File: src/rtl/fwd_hazard_ctrl_if.sv
// Handshake bundle between the ID/EX control path and the hazard controller.
// The pipeline side drives ID fields and stall inputs; the controller drives selects.
interface fwd_hazard_ctrl_if;
  logic       id_valid;
  logic [4:0] id_rs1;
  logic [4:0] id_rs2;
  logic       id_rs1_used;
  logic       id_rs2_used;
  logic [4:0] id_rd;
  logic       id_regwrite;
  logic       id_memread;
  logic       ex_redirect;
  logic       mem_stall;
  logic       stall_if;
  logic       bubble_ex;
  logic       flush_id;
  logic [1:0] fwd_a_sel;
  logic [1:0] fwd_b_sel;

  modport master (
    output id_valid, id_rs1, id_rs2,
    output id_rs1_used, id_rs2_used,
    output id_rd, id_regwrite, id_memread,
    output ex_redirect, mem_stall,
    input  stall_if, bubble_ex, flush_id,
    input  fwd_a_sel, fwd_b_sel
  );

  modport slave (
    input  id_valid, id_rs1, id_rs2,
    input  id_rs1_used, id_rs2_used,
    input  id_rd, id_regwrite, id_memread,
    input  ex_redirect, mem_stall,
    output stall_if, bubble_ex, flush_id,
    output fwd_a_sel, fwd_b_sel
  );
endinterface

File: src/rtl/fwd_hazard_ctrl.sv
// Forwarding select and load-use / redirect hazard control for the 5-stage core.
// Define HAZ_FORWARD_EN to enable operand forwarding; otherwise it stalls on RAW.
module fwd_hazard_ctrl (
  input logic          clk,
  input logic          rst,
  fwd_hazard_ctrl_if.slave bus
);

  typedef struct packed {
    logic       valid;
    logic [4:0] rd;
    logic       regwrite;
    logic       memread;
  } ent_t;

  ent_t ex_q;
  ent_t mem_q;
  ent_t wb_q;

  logic ex_a;
  logic ex_b;
  logic mem_a;
  logic mem_b;
  logic hazard;
  logic stall;
  logic bubble;
  logic flush;
  logic take;
  logic unused_bits;

  function automatic logic hit(
    input ent_t       e,
    input logic [4:0] rs,
    input logic       used
  );
    return e.valid & e.regwrite
         & (e.rd != 5'd0)
         & (e.rd == rs) & used;
  endfunction

  assign ex_a  = hit(ex_q, bus.id_rs1, bus.id_rs1_used);
  assign ex_b  = hit(ex_q, bus.id_rs2, bus.id_rs2_used);
  assign mem_a = hit(mem_q, bus.id_rs1, bus.id_rs1_used);
  assign mem_b = hit(mem_q, bus.id_rs2, bus.id_rs2_used);

`ifdef HAZ_FORWARD_EN
  // Only a load still in EX cannot be forwarded in time.
  assign hazard = bus.id_valid & ex_q.memread
                & (ex_a | ex_b);
`else
  // Without forwarding, any in-flight producer blocks the consumer.
  assign hazard = bus.id_valid
                & (ex_a | ex_b | mem_a | mem_b);
`endif

  // Prioritised stall / bubble / flush; reset forces all low at once.
  always_comb begin
    stall  = 1'b0;
    bubble = 1'b0;
    flush  = 1'b0;
    if (rst) begin
      stall = 1'b0;
    end else if (bus.mem_stall) begin
      stall = 1'b1;
    end else if (bus.ex_redirect) begin
      flush  = 1'b1;
      bubble = 1'b1;
    end else if (hazard) begin
      stall  = 1'b1;
      bubble = 1'b1;
    end
  end

  assign bus.stall_if  = stall;
  assign bus.bubble_ex = bubble;
  assign bus.flush_id  = flush;

  assign take = ~bus.mem_stall & bus.id_valid & ~bubble;

  // Shadow destination state advances with the datapath registers.
  always_ff @(posedge clk or posedge rst) begin
    if (rst) begin
      ex_q  <= '0;
      mem_q <= '0;
      wb_q  <= '0;
    end else if (!bus.mem_stall) begin
      wb_q  <= mem_q;
      mem_q <= ex_q;
      if (take) begin
        ex_q <= '{valid:    1'b1,
                  rd:       bus.id_rd,
                  regwrite: bus.id_regwrite,
                  memread:  bus.id_memread};
      end else begin
        ex_q <= '0;
      end
    end
  end

`ifdef HAZ_FORWARD_EN
  logic [1:0] a_nxt;
  logic [1:0] b_nxt;
  logic [1:0] a_q;
  logic [1:0] b_q;

  // Newest producer wins: EX (soon MEM) beats MEM (soon WB).
  always_comb begin
    a_nxt = 2'b00;
    b_nxt = 2'b00;
    if (ex_a)       a_nxt = 2'b01;
    else if (mem_a) a_nxt = 2'b10;
    if (ex_b)       b_nxt = 2'b01;
    else if (mem_b) b_nxt = 2'b10;
  end

  // Selects follow the instruction into EX; bubbles get 00.
  always_ff @(posedge clk or posedge rst) begin
    if (rst) begin
      a_q <= 2'b00;
      b_q <= 2'b00;
    end else if (!bus.mem_stall) begin
      a_q <= take ? a_nxt : 2'b00;
      b_q <= take ? b_nxt : 2'b00;
    end
  end

  assign bus.fwd_a_sel = a_q;
  assign bus.fwd_b_sel = b_q;
`else
  assign bus.fwd_a_sel = 2'b00;
  assign bus.fwd_b_sel = 2'b00;
`endif

  // WB entry and memread bits are kept for visibility only.
  assign unused_bits = ^{wb_q, mem_q.memread, ex_q.memread};

endmodule

File: src/flat_wrapper.sv
// flat-port wrapper written by rule: the top's interface ports become plain ports
module fwd_hazard_ctrl_flat 
  (clk, rst, bus_id_valid, bus_id_rs1, bus_id_rs2, bus_id_rs1_used, bus_id_rs2_used, bus_id_rd, bus_id_regwrite, bus_id_memread, bus_ex_redirect, bus_mem_stall, bus_stall_if, bus_bubble_ex, bus_flush_id, bus_fwd_a_sel, bus_fwd_b_sel);
  fwd_hazard_ctrl_if bus_i ();
  input logic clk;
  input logic rst;
  input wire logic [$bits(bus_i.id_valid)-1:0] bus_id_valid;
  input wire logic [$bits(bus_i.id_rs1)-1:0] bus_id_rs1;
  input wire logic [$bits(bus_i.id_rs2)-1:0] bus_id_rs2;
  input wire logic [$bits(bus_i.id_rs1_used)-1:0] bus_id_rs1_used;
  input wire logic [$bits(bus_i.id_rs2_used)-1:0] bus_id_rs2_used;
  input wire logic [$bits(bus_i.id_rd)-1:0] bus_id_rd;
  input wire logic [$bits(bus_i.id_regwrite)-1:0] bus_id_regwrite;
  input wire logic [$bits(bus_i.id_memread)-1:0] bus_id_memread;
  input wire logic [$bits(bus_i.ex_redirect)-1:0] bus_ex_redirect;
  input wire logic [$bits(bus_i.mem_stall)-1:0] bus_mem_stall;
  output wire logic [$bits(bus_i.stall_if)-1:0] bus_stall_if;
  output wire logic [$bits(bus_i.bubble_ex)-1:0] bus_bubble_ex;
  output wire logic [$bits(bus_i.flush_id)-1:0] bus_flush_id;
  output wire logic [$bits(bus_i.fwd_a_sel)-1:0] bus_fwd_a_sel;
  output wire logic [$bits(bus_i.fwd_b_sel)-1:0] bus_fwd_b_sel;
  assign bus_i.id_valid = bus_id_valid;
  assign bus_i.id_rs1 = bus_id_rs1;
  assign bus_i.id_rs2 = bus_id_rs2;
  assign bus_i.id_rs1_used = bus_id_rs1_used;
  assign bus_i.id_rs2_used = bus_id_rs2_used;
  assign bus_i.id_rd = bus_id_rd;
  assign bus_i.id_regwrite = bus_id_regwrite;
  assign bus_i.id_memread = bus_id_memread;
  assign bus_i.ex_redirect = bus_ex_redirect;
  assign bus_i.mem_stall = bus_mem_stall;
  assign bus_stall_if = bus_i.stall_if;
  assign bus_bubble_ex = bus_i.bubble_ex;
  assign bus_flush_id = bus_i.flush_id;
  assign bus_fwd_a_sel = bus_i.fwd_a_sel;
  assign bus_fwd_b_sel = bus_i.fwd_b_sel;
  fwd_hazard_ctrl u_core (.clk(clk), .rst(rst), .bus(bus_i));
endmodule
File: config.mk
export PLATFORM = sky130hd
export DESIGN_NAME = fwd_hazard_ctrl_flat
export DESIGN_NICKNAME = d
export VERILOG_FILES = /design/src/rtl/fwd_hazard_ctrl_if.sv /design/src/rtl/fwd_hazard_ctrl.sv /design/src/flat_wrapper.sv
export SDC_FILE = /design/constraint.sdc
export NUM_CORES = 1
export LEC_CHECK = 0
export BUFFER_PORTS_ARGS = -buffer_cell sky130_fd_sc_hd__buf_2
export CORE_MARGIN = 1.5
export CORE_UTILIZATION = 55
export CTS_BUF_LIST = sky130_fd_sc_hd__clkbuf_8
export DETAILED_ROUTE_END_ITERATION = 8
export PLACE_DENSITY = 0.86
export SLEW_MARGIN = 20
export SYNTH_ARGS = -nofsm -noshare
export SYNTH_HDL_FRONTEND = slang
export SYNTH_SLANG_ARGS = --single-unit
export TNS_END_PERCENT = 1
File: constraint.sdc
create_clock -name clk -period 2.6 [get_ports clk]
set_input_delay 0 -clock clk [delete_from_list [all_inputs] [get_ports clk]]
set_output_delay 0 -clock clk [all_outputs]
set_load 0.02 [all_outputs]
Yosys cells after proc, flatten, opt, wreduce, memory -nomap -nowiden --
Cells that the tools add are included. Widths: inputs -> output; s select.
Cells by class: div/mod/pow operators 0, $mul 0, bitwise operators 20, $add $sub $neg 0, reductions and logical operators 2, order comparisons 0, muxes and demuxes 11, eq/ne operators 4, shift-type cells 0
Operators with widths (number):
- $eq 5x5->1 | 4
- $and 1x1->1 | 15
- $mux 1 | 10
- $reduce_bool 5->1 | 2
- $mux 8 | 1
- $or 1x1->1 | 3
- $not 1->1 | 2
Storage, ports and cells: logic and storage cells 43, register bits after elaboration 14, memories 0, bits in read-only memories 0, input bits 24, bits in latches 0, output and inout port bits 7, RAM bits 0

Longest topological paths before layout --
Gate-level depths: netlist (run 1).
depth in word-level cells 15, gate-level depth with buffers 6

Worst setup path before layout (run 1) --
Ideal clock, no wire load.
path kind flip-flop to flip-flop, start point register u_core.ex_q[2] (netlist bit), end point register u_core.ex_q[6] (netlist bit), arrival 1.653 ns, stages on the path, launching flop included 6, period minus slack after synthesis 1.721 ns, required time 2.532 ns, setup slack 0.879 ns, path through dfrtp_1 > or4_1 > o211ai_2 > o22ai_2 > a31oi_4 > a32o_1
Between the ends: longest elaborated chain between the ends 15, elaborated cells on any way between the ends 19
RTL lines:
- from (decl) | line fwd_hazard_ctrl.sv:16 | ent_t ex_q;
- from (signal assigned) | line fwd_hazard_ctrl.sv:90 | ex_q <= '{valid: 1'b1,
- $reduce_bool 5->1 | line fwd_hazard_ctrl.sv:37 | & (e.rd != 5'd0)
- $and 1x1->1 | line fwd_hazard_ctrl.sv:37
- $and 1x1->1 (2 in a row) | line fwd_hazard_ctrl.sv:38 | & (e.rd == rs) & used;
- $or 1x1->1 (*) (3 in a row) | line fwd_hazard_ctrl.sv:53 | & (ex_a | ex_b | mem_a | mem_b);
- $and 1x1->1 (*) | line fwd_hazard_ctrl.sv:53
- $mux 1 (*) | line fwd_hazard_ctrl.sv:68 | end else if (hazard) begin
- $mux 1 (*) | line fwd_hazard_ctrl.sv:65 | end else if (bus.ex_redirect) begin
- $mux 1 (*) | line fwd_hazard_ctrl.sv:63 | end else if (bus.mem_stall) begin
- $mux 1 (*) | line fwd_hazard_ctrl.sv:61 | if (rst) begin
- $not 1->1 (*) | line fwd_hazard_ctrl.sv:78 | assign take = ~bus.mem_stall & bus.id_valid & ~bubble;
- $and 1x1->1 (*) | line fwd_hazard_ctrl.sv:78
- $mux 8 (*) | line fwd_hazard_ctrl.sv:89 | if (take) begin
Mark *: on every way between the ends. The rest lies on a longest branch, timed or not. A chain may end at the register's enable or synchronous reset.

Worst setup path after layout (run 1) --
start point register u_core.ex_q[2] (netlist bit), end point output port bus_bubble_ex
Between the ends: longest elaborated chain between the ends 12, elaborated cells on any way between the ends 16
RTL lines:
- $reduce_bool 5->1 | line fwd_hazard_ctrl.sv:37
- $and 1x1->1 | line fwd_hazard_ctrl.sv:37
- $and 1x1->1 (2 in a row) | line fwd_hazard_ctrl.sv:38
- $or 1x1->1 (*) (3 in a row) | line fwd_hazard_ctrl.sv:53
- $and 1x1->1 (*) | line fwd_hazard_ctrl.sv:53
- $mux 1 (*) | line fwd_hazard_ctrl.sv:68
- $mux 1 (*) | line fwd_hazard_ctrl.sv:65
- $mux 1 (*) | line fwd_hazard_ctrl.sv:63
- $mux 1 (*) | line fwd_hazard_ctrl.sv:61
- to (decl) | line flat_wrapper.sv:18 | output wire logic [$bits(bus_i.bubble_ex)-1:0] bus_bubble_ex;
Marks and branches as above.

==> impl_metrics.yaml, run 1 <==
floorplan:
  num_rows: 14
  die_y_um: 44.2
  core_area_sq_mm: 0.00154
  floorplan.initialDensity: 0.606
  ios: 31
  die_w_um: 44.2
  die-area_sq_mm: 0.00196
logic_synthesis:
  syn-mean-instance-area_sq_um: 10.7
  synth.top_cells.by_area: "dfrtp_1, xor2_1, a32o_1"
  ys.flop_type: "dfrtp_1"
  ys_warn_count: 0
  synth_top_area_share: 0.375
  syn_area_sq_um: 935
  ys_types: 22
  synth_edf_count: 0
  synthArstFlopShare: 1.00
  synth_top_area_cell: "dfrtp_1"
  ys_seq_area_frac: 0.375
  ys_seq_elements: 14
  syn-instance-count: 87
outcome:
  status: "finished clean"
placement:
  hpwlAfterDp_mm: 1.54
  dpl_cell_area_sq_mm: 0.00105
  place.gp.congestion: 0.890
  place_inst: 125
  io_buffers: 25
cells_and_area:
  utilization: 0.726
  layout-drive-gt1-share: 0.333
  area_growth_pct: 19.7
  nets: 139
  antenna_cells: 0
  mostFrequentLayoutCell: "buf_2"
  stdcell_count: 130
  n_fill_cell: 124
  final_cell_mix: "buf_2, dfrtp_1, xor2_1"
  design_area_sq_mm: 0.00112
routing:
  ant_nets: 0
  vias_per_cell: 5.94
  drt_iter0_markers: 21
  vias: 772
  wl_per_cell_um: 16.2
  firstDrtPassIters: 4
  wl_mm: 2.10
  drc: 0
critical_path:
  slowest_delay_ps: 560
  arrival_ps: 2150
  cp-end-kind: "output port"
  cp-start-kind: "flip-flop"
  crit_required_ps: 2600
  worstSetupPathType: "reg2out"
  cp_slowest_cell: "or4_1"
  path_cells: "or4_1, o211ai_2, o22ai_2, a31oi_4, nand2_1, buf_2"
  crit_path_max_fanout: 8
sta:
  drv_slew: 0
  fin_crit_ps: 2150
  fin_crit_sh: 0.825
  fin_skew_ps: 0.920
  finalSetupTns_ps: 0
  rsz0062_at_grt: "no"
  max_freq_mhz: 466
  worst_slew_pin_slew_ps: 519
  max_slew_margin: 0.654
  finalSetupViolCount: 0
  hold_viol: 0
clock_tree:
  numCtsBuffers: 3
  cts_root_buf: "clkbuf_8"
  insertion_delay_ps: 240
  cts_tree: "yes"
  clock_sinks: 14
  cts.path.max_buffers: 2
  clkTransAtPathRegs_ps: 60
  cts_setup_buffers: 0
  htreeDepth: 1
  ctsResizeCount: 0
global_route:
  grt_max_degree: 19
  antenna_found_initial: 0
  grtUsageTotal: 0.254
  grt_pass1_vias: 748
  grt_pass1_wl_mm: 3.45
  overflow: 0
pwr:
  p_total_mw: 0.603
  vdd_drop_max_v: 0.000417
  powerDensity_mw_per_mm2: 539
  p_leak_nw: 0.532
job:
  maxCapViolCount: 0
hold_path:
  hold_class: "in2reg"
-- worst paths after layout --
check	cells after the start	startpoint	end	slack [ps]
max	6	u_core.ex_q[2]	bus_bubble_ex	450
min	3	bus_id_rd[4]	u_core.ex_q[6]	120
max reg2reg	5	u_core.ex_q[2]	u_core.ex_q[1]	660
min reg2reg	1	u_core.mem_q[7]	u_core.mem_q[7]	530
max in group asynchronous	3	rst	u_core.mem_q[2]	1880
min in group asynchronous	3	rst	u_core.mem_q[6]	370
-- power breakdown --
| part | total [mW] | internal (mW) | switching, mW |
|---|---|---|---|
| sequential | 0.270 | 0.239 | 0.0311 |
| combinational | 0.123 | 0.0647 | 0.0585 |
| clock | 0.210 | 0.134 | 0.0755 |
| total | 0.603 | 0.438 | 0.165 |
-- logic make-up after synthesis --
| logic type | synth area share |
|---|---|
| simple gates | 0.151 |
| buf+inv | 0.0442 |
| other cells | 0.00401 |
| mux | 0.0843 |
| compound gates | 0.154 |
| xor+xnor | 0.187 |
| flops | 0.375 |
-- registers in the layout (all words and copies together) (netlist names) --
name / flops
u_core.ex_q: 7
u_core.mem_q: 7
-- through the flow --
step	setup slack, ps	hold WS, ps
after CTS	440	112
after global placement	709	68.7
after global routing	323	132
final	455	116
after detailed placement	678	72.4
after floorplan	879	-111
-- critical path, delay by kind of cell, from the launching register on --
family,cells,cell delay (ps)
simple gates,2,640
compound gates,3,640
flops,1,450
buf+inv,1,170
-- timing repair --
item | in CTS | in global routing
endpoints found under the hold margin | 14 | 0
hold buffers | 1 | 0
setup endpoints to repair | 0 | 0
-- layout make-up --
cell class | instances | area [sq um] | area share
sequential | 14 | 350 | 0.313
tap | 16 | 20.0 | 0.0179
clock buffer | 4 | 55.1 | 0.0492
inverter | 1 | 3.75 | 0.00336
multi-input combinational | 69 | 554 | 0.496
timing repair buffer | 26 | 135 | 0.121
-- cells in the mapped netlist, drive strengths merged (2+ instances only) --
cell type	instances
or4	2
xnor2	8
mux2	7
xor2	12
nand3	5
a32o	7
dfrtp	14
buf	4
o211ai	2
clkbuf	2
nor3	5
nor2b	2
and2	9
o22ai	2
-- routing by layer --
metal | vias up | GRT usage | part of all wire
li1 | 366 | - | -
met1 | 372 | 0.294 | 0.42
met2 | 29 | 0.447 | 0.53
met3 | 5 | 0.0245 | 0.040
met4 | 0 | 0.158 | 0.013
met5 | - | 0 | 0
(Power assumes the default switching activity.)
==> inputs of run 2 (changes only) <==
- ABC_AREA: not set -> 1
- CORE_UTILIZATION: 55 -> 47
- PLACE_DENSITY: 0.86 -> 0.77
- clock period: 2.6 -> 1.9 ns (I/O delays scaled with it)
==> run 2 against run 1 <==
  * Critical path depth grew 4
  * Global-route usage down 5.6 points
  * Hold slack lost 120 ps
  * Sequential power up 33%
  * Synthesized cell count grew 60%
  * Total power increased by 36%
  * Highest routed layer unchanged
  * Worst setup slack worse by 290 ps
  * Register-to-register slack worse by 290 ps
  * Final area is 5.1% higher
  * Synthesized area grew 4.8%
  * Largest power group unchanged
==> impl_metrics.yaml, run 2 <==
critical_path:
  r2r-start: "u_core.mem_q[2]"
  startpoint: "u_core.mem_q[2]"
  crit_path_end: "bus_stall_if"
  cp-end-kind: "output port"
  r2r-end: "u_core.ex_q[5]"
  worstSetupPathType: "reg2out"
  arrival_ps: 1730
  crit_required_ps: 1900
  cp-start-kind: "flip-flop"
  r2r_slack_ps: 370
  crit_path_max_fanout: 4
  r2r_cells: 10
clock_tree:
  cts_root_buf: "clkbuf_8"
  cts_tree: "yes"
  numCtsBuffers: 3
  htreeDepth: 1
  clock_sinks: 14
  insertion_delay_ps: 250
  clkTransAtPathRegs_ps: 60
  cts.path.max_buffers: 2
logic_synthesis:
  ys_top_cells_by_count: "nand2_1, inv_1, dfrtp_1, nor2_1, xor2_1"
  ys_types: 18
  synthArstFlopShare: 1.00
  ys_seq_elements: 14
  synth_top_area_share: 0.358
  yosys.area_share.simple: 0.358
  ys.flop_type: "dfrtp_1"
  ys_warn_count: 0
  synth_top_family_by_area: "simple AND/OR/NAND/NOR gates"
  synth_top_area_cell: "dfrtp_1"
  synth-adder-area-share: 0
  yosysMostFrequentCell: "nand2_1"
  ys_seq_area_frac: 0.358
  synth_compound_area_frac: 0.0345
  syn-mean-instance-area_sq_um: 7.05
  synth.top_cells.by_area: "dfrtp_1, nand2_1, xor2_1"
  synth.area.mux_share: 0
  syn_area_sq_um: 980
  syn-instance-count: 139
  synth_edf_count: 0
  synthXorXnorAreaFrac: 0.143
global_route:
  grt_max_degree: 19
  grt_pass1_vias: 861
  overflow: 0
  antenna_found_initial: 0
  grt_pass1_wl_mm: 3.61
  grtUsageTotal: 0.197
routing:
  firstDrtPassIters: 4
  drc: 0
  wl_per_cell_um: 11.1
  wl_mm: 2.14
  drt_iter0_markers: 12
  vias: 931
  vias_per_cell: 4.82
  ant_nets: 0
pwr:
  sw_frac_of_total: 0.290
  p_total_mw: 0.822
  vdd_drop_max_v: 0.000532
  clockPowerShare: 0.355
  p_switching_mw: 0.238
  internal-power_mw: 0.583
  p_leak_nw: 0.675
  powerDensity_mw_per_mm2: 699
  power_frac_seq: 0.437
  combPwrFrac: 0.208
floorplan:
  die_w_um: 48.7
  floorplan.initialDensity: 0.499
  die-area_sq_mm: 0.00237
  die_y_um: 48.7
  num_rows: 16
  core_area_sq_mm: 0.00196
  ios: 31
sta:
  max_slew_margin: 0.639
  fin_crit_ps: 1730
  finalSetupTns_ps: 0
  worst_slew_pin_slew_ps: 541
  worst_slack_ps: 166
  rsz0062_at_grt: "no"
  fin_crit_sh: 0.913
  max_freq_mhz: 577
  fin_skew_ps: 1.33
  hold_viol: 0
  finalSetupViolCount: 0
  drv_slew: 0
placement:
  place_inst: 188
  pre_cts_slack_ps: 381
  io_buffers: 25
  hpwlAfterDp_mm: 1.68
  place.gp.congestion: 0.736
hold_path:
  hold_class: "in2reg"
cells_and_area:
  antenna_cells: 0
  stdcell_count: 193
  top_regs: "u_core.ex_q: 7 flops, u_core.mem_q: 7 flops"
  mostFrequentLayoutCell: "nand2_1"
  layout-drive-gt1-share: 0.211
  final_cell_mix: "nand2_1, buf_2, inv_1"
  area_growth_pct: 20.1
  nets: 191
job:
  maxCapViolCount: 0
outcome:
  status: "finished clean"
-- run 2: cell types whose count changed after synthesis, moves of 4 or more --
cell	before	now
a32o_1	7	0
and2_1	9	0
inv_1	1	15
mux2_2	5	0
nand2_1	1	49
nand4_1	0	7
nor2_1	1	14
nor3_1	5	0
o21ai_0	0	4
-- run 2: worst max-delay path, stage by stage (launching register included) --
cell and delay [ps]:
dfrtp_1 430, xnor2_1 200, nand2_1 70, nor2_1 110, nand3_1 80, nand2_1 90, nand2_2 50, nand2_2 90
nand3b_1 90, a21oi_1 110, buf_2 170
-- run 2: per-layer routing --
metal,share of wire,global-route usage
met2,0.47,0.349
met5,0,0
met4,0.019,0.100
met1,0.46,0.243
met3,0.058,0.00926
-- run 2: power groups by stage --
| stage | Clock, mW | Combinational, mW | Sequential [mW] |
|---|---|---|---|
| 2_1_floorplan | 0 | 0.125 | 0.354 |
| 3_3_place_gp | 0 | 0.161 | 0.362 |
| 3_5_place_dp | 0 | 0.170 | 0.364 |
| 4_1_cts | 0.291 | 0.173 | 0.359 |
| 5_1_grt | 0.299 | 0.196 | 0.364 |
| 6_report | 0.291 | 0.171 | 0.359 |
-- run 2: area by class of cell --
type / instances / area, sq um
Timing Repair Buffer: 26 / 135
Sequential cell: 14 / 353
Clock buffer: 4 / 55.1
Fill cell: 199 / 786
Tap cell: 27 / 33.8
Multi-Input combinational cell: 106 / 539
Inverter: 16 / 60.1
-- run 2: cell families (layout without fill, tap and decap cells) --
logic type	after synthesis	in the layout
and+or+nand+nor	80	80
buffers and inverters	22	46
xor gates and xnor gates	16	16
DFF	14	14
AOI/OAI and AO/OA	6	6
other	1	4
-- run 2: per-stage QoR --
stage          hold slack (ps)  instance area (sq um)  utilization
5_1_grt                   21.6                   1180        0.599
3_3_place_gp              75.0                   1110        0.565
4_1_cts                   4.35                   1170        0.598
2_1_floorplan             -111                    991            -
3_5_place_dp              99.6                   1110        0.565
6_report                 0.965                   1180        0.599
-- run 2: worst min path at each step --
stage | from | endpoint | slack [ps] | cells past startpoint
after floorplan | rst | u_core.ex_q[1] | -110 | 1
after global placement | rst | u_core.ex_q[1] | 70 | 2
after detailed placement | rst | u_core.ex_q[6] | 100 | 2
after CTS | bus_id_rd[2] | u_core.ex_q[4] | 4 | 3
after global routing | bus_id_rd[0] | u_core.ex_q[2] | 20 | 3
final | bus_id_regwrite | u_core.ex_q[1] | 1 | 3
-- run 2: timing repair --
action | in CTS | in global routing
hold buffers | 1 | 0
hold endpoints to repair | 14 | 0
resized for setup | 0 | 2
setup endpoints to repair | 0 | 1
buffers inserted | 0 | 0
